`src/rtl/instr_prefetch_buf.sv`:
```
// rtl/instr_prefetch_buf.sv - instruction prefetch buffer: sequential fetcher feeding a small FIFO toward the core
module instr_prefetch_buf #(
    parameter int          DEPTH     = 4,
    parameter logic [31:0] BOOT_ADDR = 32'h0000_0000
) (
    input  logic        clk_i,
    input  logic        rst_ni,
    input  logic        fetch_en_i,
    input  logic        branch_i,
    input  logic [31:0] branch_addr_i,
    output logic        instr_valid_o,
    output logic [31:0] instr_rdata_o,
    output logic [31:0] instr_addr_o,
    input  logic        instr_ready_i,
    output logic        mem_req_o,
    output logic [11:0] mem_addr_o,
    output logic        mem_we_o,
    output logic [3:0]  mem_wmask_o,
    output logic [31:0] mem_wdata_o,
    input  logic [31:0] mem_rdata_i,
    input  logic        mem_rvalid_i,
    output logic        busy_o
);

    localparam int PW = $clog2(DEPTH);

    localparam logic [0:0] STATE_IDLE = 1'b0;
    localparam logic [0:0] STATE_RUN  = 1'b1;

    localparam logic [PW:0]   DEPTH_C = (PW+1)'(DEPTH);
    localparam logic [PW+1:0] DEPTH_W = (PW+2)'(DEPTH);

    logic [0:0]    state_q;
    logic [31:0]   fetch_addr_q;
    logic [PW:0]   count_q;
    logic [PW-1:0] wr_ptr_q;
    logic [PW-1:0] rd_ptr_q;
    logic          inflight_q;
    logic [31:0]   inflight_addr_q;
    logic          discard_q;

    logic [31:0]   buf_addr [DEPTH];
    logic [31:0]   buf_data [DEPTH];

    logic [PW+1:0] credit;
    logic          fifo_full;
    logic          rsp_push;
    logic          push;
    logic          pop;

    // Outstanding response counts against capacity so a full FIFO can never be overrun.
    assign credit    = {1'b0, count_q} + {{(PW+1){1'b0}}, inflight_q};
    assign fifo_full = (count_q == DEPTH_C);

    assign mem_req_o  = (state_q == STATE_RUN) && !branch_i && (credit < DEPTH_W);
    assign mem_addr_o = fetch_addr_q[13:2];
    assign mem_we_o    = 1'b0;
    assign mem_wmask_o = 4'b0000;
    assign mem_wdata_o = 32'h0000_0000;

    assign instr_valid_o = (count_q != '0);
    assign instr_rdata_o = instr_valid_o ? buf_data[rd_ptr_q] : 32'h0000_0000;
    assign instr_addr_o  = instr_valid_o ? buf_addr[rd_ptr_q] : 32'h0000_0000;
    assign busy_o        = inflight_q || instr_valid_o;

    assign rsp_push = mem_rvalid_i && inflight_q && !discard_q && !branch_i;
    assign push     = rsp_push && !fifo_full;
    assign pop      = instr_valid_o && instr_ready_i && !branch_i;

    always_ff @(posedge clk_i or negedge rst_ni) begin
        if (!rst_ni) begin
            state_q <= STATE_IDLE;
        end else if (state_q == STATE_IDLE && fetch_en_i) begin
            state_q <= STATE_RUN;
        end else if (state_q == STATE_RUN && !fetch_en_i) begin
            state_q <= STATE_IDLE;
        end
    end

    always_ff @(posedge clk_i or negedge rst_ni) begin
        if (!rst_ni) begin
            fetch_addr_q    <= BOOT_ADDR;
            inflight_q      <= 1'b0;
            inflight_addr_q <= 32'h0000_0000;
            discard_q       <= 1'b0;
        end else begin
            inflight_q <= mem_req_o;
            if (mem_req_o) begin
                inflight_addr_q <= fetch_addr_q;
            end
            if (branch_i) begin
                fetch_addr_q <= branch_addr_i & 32'hFFFF_FFFC;
            end else if (mem_req_o) begin
                fetch_addr_q <= fetch_addr_q + 32'd4;
            end
            // A response still owed after a redirect belongs to the old stream.
            if (branch_i) begin
                discard_q <= inflight_q && !mem_rvalid_i;
            end else if (mem_rvalid_i) begin
                discard_q <= 1'b0;
            end
        end
    end

    always_ff @(posedge clk_i or negedge rst_ni) begin
        if (!rst_ni) begin
            count_q  <= '0;
            wr_ptr_q <= '0;
            rd_ptr_q <= '0;
        end else if (branch_i) begin
            count_q  <= '0;
            wr_ptr_q <= '0;
            rd_ptr_q <= '0;
        end else begin
            if (push) begin
                wr_ptr_q <= wr_ptr_q + PW'(1);
            end
            if (pop) begin
                rd_ptr_q <= rd_ptr_q + PW'(1);
            end
            if (push && !pop) begin
                count_q <= count_q + (PW+1)'(1);
            end else if (pop && !push) begin
                count_q <= count_q - (PW+1)'(1);
            end
        end
    end

    always_ff @(posedge clk_i) begin
        if (push) begin
            buf_addr[wr_ptr_q] <= inflight_addr_q;
            buf_data[wr_ptr_q] <= mem_rdata_i;
        end
    end

    overflow_never: assert property (@(posedge clk_i) disable iff (!rst_ni) !(rsp_push && fifo_full));

endmodule
```
`config.mk`:
```
export PLATFORM = sky130hd
export DESIGN_NAME = instr_prefetch_buf
export DESIGN_NICKNAME = d
export VERILOG_FILES = /design/src/rtl/instr_prefetch_buf.sv
export SDC_FILE = /design/constraint.sdc
export NUM_CORES = 1
export LEC_CHECK = 0
export CORE_UTILIZATION = 35
export CTS_BUF_LIST = sky130_fd_sc_hd__clkbuf_16
export CTS_CLUSTER_SIZE = 25
export DETAILED_ROUTE_END_ITERATION = 8
export MAX_ROUTING_LAYER = met4
export PLACE_DENSITY = 0.59
export RECOVER_POWER = 25
export SLEW_MARGIN = 20
export SYNTH_ARGS = -nofsm -noshare
export SYNTH_HDL_FRONTEND = slang
export SYNTH_SLANG_ARGS = --single-unit
```
`constraint.sdc`:
```
create_clock -name clk_i -period 3.3 [get_ports clk_i]
set_input_delay 0.495 -clock clk_i [delete_from_list [all_inputs] [get_ports clk_i]]
set_output_delay 0.495 -clock clk_i [all_outputs]
set_load 0.005 [all_outputs]
```
Word level (Yosys, flattened, before mapping)
Memory sizes are Yosys's and may differ from the RTL's.
Cells that the tools add are included.
{"block": "classes", "mux": 17, "n_bitwise": 1, "n_addsub": 6, "order_cmp": 1, "n_reduce_logical": 28, "n_eq_ne": 1}
{"cell": "2-to-1 mux 32 bit", "count": 4}
{"cell": "adder 32 x 3 -> 32 bit, second input constant", "count": 1}
{"cell": "logical AND 1 bit", "count": 13}
{"cell": "nonzero test 2 bit", "count": 5}
{"cell": "2-to-1 mux 3 bit", "count": 3}
{"cell": "2-to-1 mux 2 bit", "count": 4}
{"cell": "zero test 1 bit", "count": 7}
{"cell": "2-to-1 mux 1 bit", "count": 6}
{"cell": "nonzero test 3 bit", "count": 2}
{"cell": "adder 2 x 1 -> 2 bit, second input constant", "count": 2}
{"cell": "adder 3 x 1 -> 4 bit", "count": 1}
{"cell": "< comparator 4 x 3 -> 1 bit, second input constant", "count": 1}
{"cell": "adder 3 x 1 -> 3 bit, second input constant", "count": 1}
{"cell": "== test 3 bit, second input constant", "count": 1}
{"cell": "subtractor 3 x 1 -> 3 bit, second input constant", "count": 1}
{"cell": "logical OR 1 bit", "count": 1}
{"cell": "inverter 1 bit", "count": 1}
{"block": "totals", "mem_bits_rw": 256, "out_inout_bits": 116, "mem_count": 2, "ff_bits": 74, "input_bits": 70}
{"name": "buf_addr", "depth": 4, "word_bits": 32, "read_ports": 1, "rd_ports_with_merged_regs": 0, "wr": 1, "line": "42", "text": "logic [31:0] buf_addr [DEPTH];"}
{"name": "buf_data", "depth": 4, "word_bits": 32, "read_ports": 1, "rd_ports_with_merged_regs": 0, "wr": 1, "line": "43", "text": "logic [31:0] buf_data [DEPTH];"}

Longest topological paths before layout
{"block": "logic_depth", "word_depth": 9, "ltp_mapped": 8, "ltp_nobuf": 6}

Least setup slack after synthesis
Ideal clock, no wire load.
{"block": "synth_path", "path_type": "input -> register", "start": "input branch_i", "end": "memory buf_addr[0][10], enable pin", "setup_slack_ps": 354, "arrival_time_ps": 2519, "path_stages": 3, "setup_ps": 427, "path_buffers": 1, "cell_sequence": "clkbuf_1 and4bb_2 and3_1"}
{"block": "synth_between", "elab_chain_cells": 5}
{"item": "start, declared", "line": "9", "text": "input logic branch_i,"}
{"item": "zero test 1 bit", "line": "66", "text": "assign rsp_push = mem_rvalid_i && inflight_q && !discard_q && !branch_i;"}
{"item": "logical AND 1 bit", "line": "66"}
{"item": "logical AND 1 bit", "line": "67", "text": "assign push = rsp_push && !fifo_full;"}
{"item": "2-to-1 mux 1 bit", "line": "130", "text": "if (push) begin"}
{"item": "2-to-1 mux 1 bit (not written as such)", "line": "131", "text": "buf_addr[wr_ptr_q] <= inflight_addr_q;"}
{"item": "end, declared", "line": "42"}
Every way passes these cells.

Worst setup path after layout
{"block": "layout_path", "start": "register rd_ptr_q[0]", "end": "output instr_addr_o[2]"}
{"block": "layout_between", "elab_chain_cells": 2}
{"item": "start, declared", "line": "37", "text": "logic [PW-1:0] rd_ptr_q;"}
{"item": "start signal, assigned", "line": "119", "text": "rd_ptr_q <= rd_ptr_q + PW'(1);"}
{"item": "memory read (4 x 32 bit)"}
{"item": "2-to-1 mux 32 bit", "line": "63", "text": "assign instr_addr_o = instr_valid_o ? buf_addr[rd_ptr_q] : 32'h0000_0000;"}
{"item": "end, declared", "line": "13", "text": "output logic [31:0] instr_addr_o,"}
Every way passes these cells.

==> results.md <==
* Post-cts resize count at 0
* R2R Path Start: fetch_addr_q[3]
* Diode count at 0
* Synth warn at 0
* Async SR Flop Fraction at 22.0%
* TritonRoute pass-1 iters at 5
* Worst EP required at 2.80 ns
* Slew @ Worst Pin at 1.02 ns
* Post-synthesis sequential area ratio at 69.3%
* Seq cells post-synth at 318
* Initial antenna violation count at 0
* Synth Cell Area at 13300 µm²
* CTS tree: yes
* Fraction of layout cells with a size suffix above 1 at 15.5%
* Slew headroom at 31.7%
* Site row count at 70
* Layout fillers at 3344
* Worst endpoint data arrival time at 2.55 ns
* Area Overhead vs Synth at 22.9%
* Final Cycle Share at 92.3%
* Vias in the first global route at 7404
* P_leak at 0.00575 µW
* First-pass GRT wire length at 43.8 mm
* Reg2reg end: fetch_addr_q[28]
* Most common cell after layout, fill and taps aside: edfxtp_1
* Detailed-placement wirelength estimate at 17.6 mm
* Reg2Reg Depth at 6
* Worst setup EP type: output pin
* Setup CP Type: reg2out
* Hold Fails Final Rpt at 0
* Clock Skew at 0.0193 ns
* Final TNS setup at 0 ns
* Deepest clock path buffer count at 3
* Sink Count at 318
* Total grt overflow at 0
* IO Pins at 186
* CP Launch Type: register
* Initial core utilization at 35.9%
* Max Cap Viol at 0
* DR DRC count at 0
* CP Capture Point: instr_addr_o[2]
* Routability congestion estimate from global placement at 0.782
* Fmax at 0.328 GHz
* Inserted Clock Buffers at 35
* PortBufs at 144
* Syn Area/Cell at 15.9 µm²
* CTS HTree Levels at 2
* DR vias at 7356
* Reg2Reg Setup Slack at 0.74 ns
* Mean number of vias per cell at 4.86
* Die height at 197 µm
* Unrepaired setup endpoints after global routing: false
* Synth Instances at 837
* Post-route ant nets at 0
* Pwr Total at 11800 µW
* Multi-input gate area in the final layout at 3650 µm²
* Synth unique cells at 55
* DRT iter0 DRCs at 495
* PwrDens at 724 nW/µm²
* CTS Hold Bufs at 0
* WL/cell at 18.7 µm
* Post-CTS Setup Bufs at 0
* Number of synthesized flops with an enable pin at 248
* Most frequent cells in the layout: 248 x edfxtp_1, 125 x clkdlybuf4s50_1, 118 x nand2_1
* Largest net degree at the start of global routing at 71
* Total routed wirelength at 28.4 mm
* Top_reg_cell synth: edfxtp_1
* Period minus WS final at 3.04 ns
* Register area at 9210 µm²
* Final Util at 44.1%
* Clock latency at the later pin of the worst-skew pair at 0.51 ns
* Worst-path clk slew at 0.06 ns
* Peak supply drop at 0.000405 V
* Clk root buf: clkbuf_16
* Hold Path Class: in2async
* Status: finished, final reports clean
* Max FO, Critical Path at 47
* Die W at 197 µm
* Final setup violation count at 0
* GRT Overall Usage at 15.3%
* Crit path launch: rd_ptr_q[0]
* Core area at 37000 µm²
* Worst hold slack at 0.126 ns
* Slew Viols, Final at 0
* Die area at 38700 µm²
* Final nets at 1065
==> critical path, cell delays in order, from the launching register on <==
cell and delay, ns:
dfrtp_4 0.43, buf_12 0.30, mux4_2 0.55, and2_1 0.18, clkdlybuf4s50_1 0.48
==> layout make-up <==
cell class	count	area share, %
sequential	318	56.4
clock buffer	36	5.52
tap	504	3.87
clock inverter	24	1.06
multi-input combinational	457	22.4
inverter	9	0.207
timing repair buffer	167	10.5
==> registers in the layout, summed over array words and instances, names as in the netlist <==
signal	cells
rd_ptr_q	2
wr_ptr_q	2
inflight_q	1
count_q	3
fetch_addr_q	30
buf_addr	120
inflight_addr_q	30
state_q	1
buf_data	128
discard_q	1
==> synth_stat cells, drive strengths merged, types with 9 or more instances <==
cell,number,area (µm²)
edfxtp,248,7450
nand3,24,138
dfrtp,70,1750
inv,9,33.8
o211ai,9,67.6
clkbuf,28,125
buf,63,437
and2,66,413
nand2,118,443
mux4,62,1400
nor2,16,60.1
nand4,10,68.8
o21ai,17,85.1
==> worst min path at each step <==
| stage | to | slack [ns] | cells past startpoint |
|---|---|---|---|
| final | fetch_addr_q[16] | 0.13 | 1 |
| after global routing | fetch_addr_q[16] | 0.20 | 1 |
| after CTS | fetch_addr_q[16] | 0.16 | 1 |
| after floorplan | count_q[0] | 0.20 | 0 |
| after global placement | buf_addr[2][11] | 0.49 | 0 |
| after detailed placement | buf_addr[1][13] | 0.50 | 0 |
==> cell families (layout without fill, tap and decap cells) <==
family	after synthesis	after routing	share of synthesized area (%)
other	1	39	0.0283
muxes	71	71	11.2
AOI/OAI and AO/OA	60	60	3.12
buffers and inverters	100	236	4.49
DFF	318	318	69.3
xor gates and xnor gates	6	6	0.396
adders and majority gates	7	7	0.716
and+or+nand+nor	274	274	10.7
==> power by group <==
part / switching (µW) / leakage [µW] / internal [µW]
sequential: 405 / 0.00312 / 4860
combinational: 1300 / 0.00207 / 1610
clock: 1510 / 0.000558 / 2130
total: 3210 / 0.00575 / 8600
==> per-stage QoR <==
stage	std cells	setup slack, ns	instance area, µm²
4_1_cts	1515	0.204	16300
6_report	1515	0.256	16300
5_1_grt	1515	0.142	16300
3_5_place_dp	1455	0.737	15200
2_1_floorplan	875	0.354	13400
3_3_place_gp	1455	0.741	15200
==> routing by layer <==
layer,GRT usage [%],routed length (µm),vias up
met2,23.9,13500,230
li1,-,-,3378
met4,3.53,422,0
met5,-,0,-
met1,20.8,12900,3711
met3,2.84,1620,37
Power figures use the tool's default switching activity.
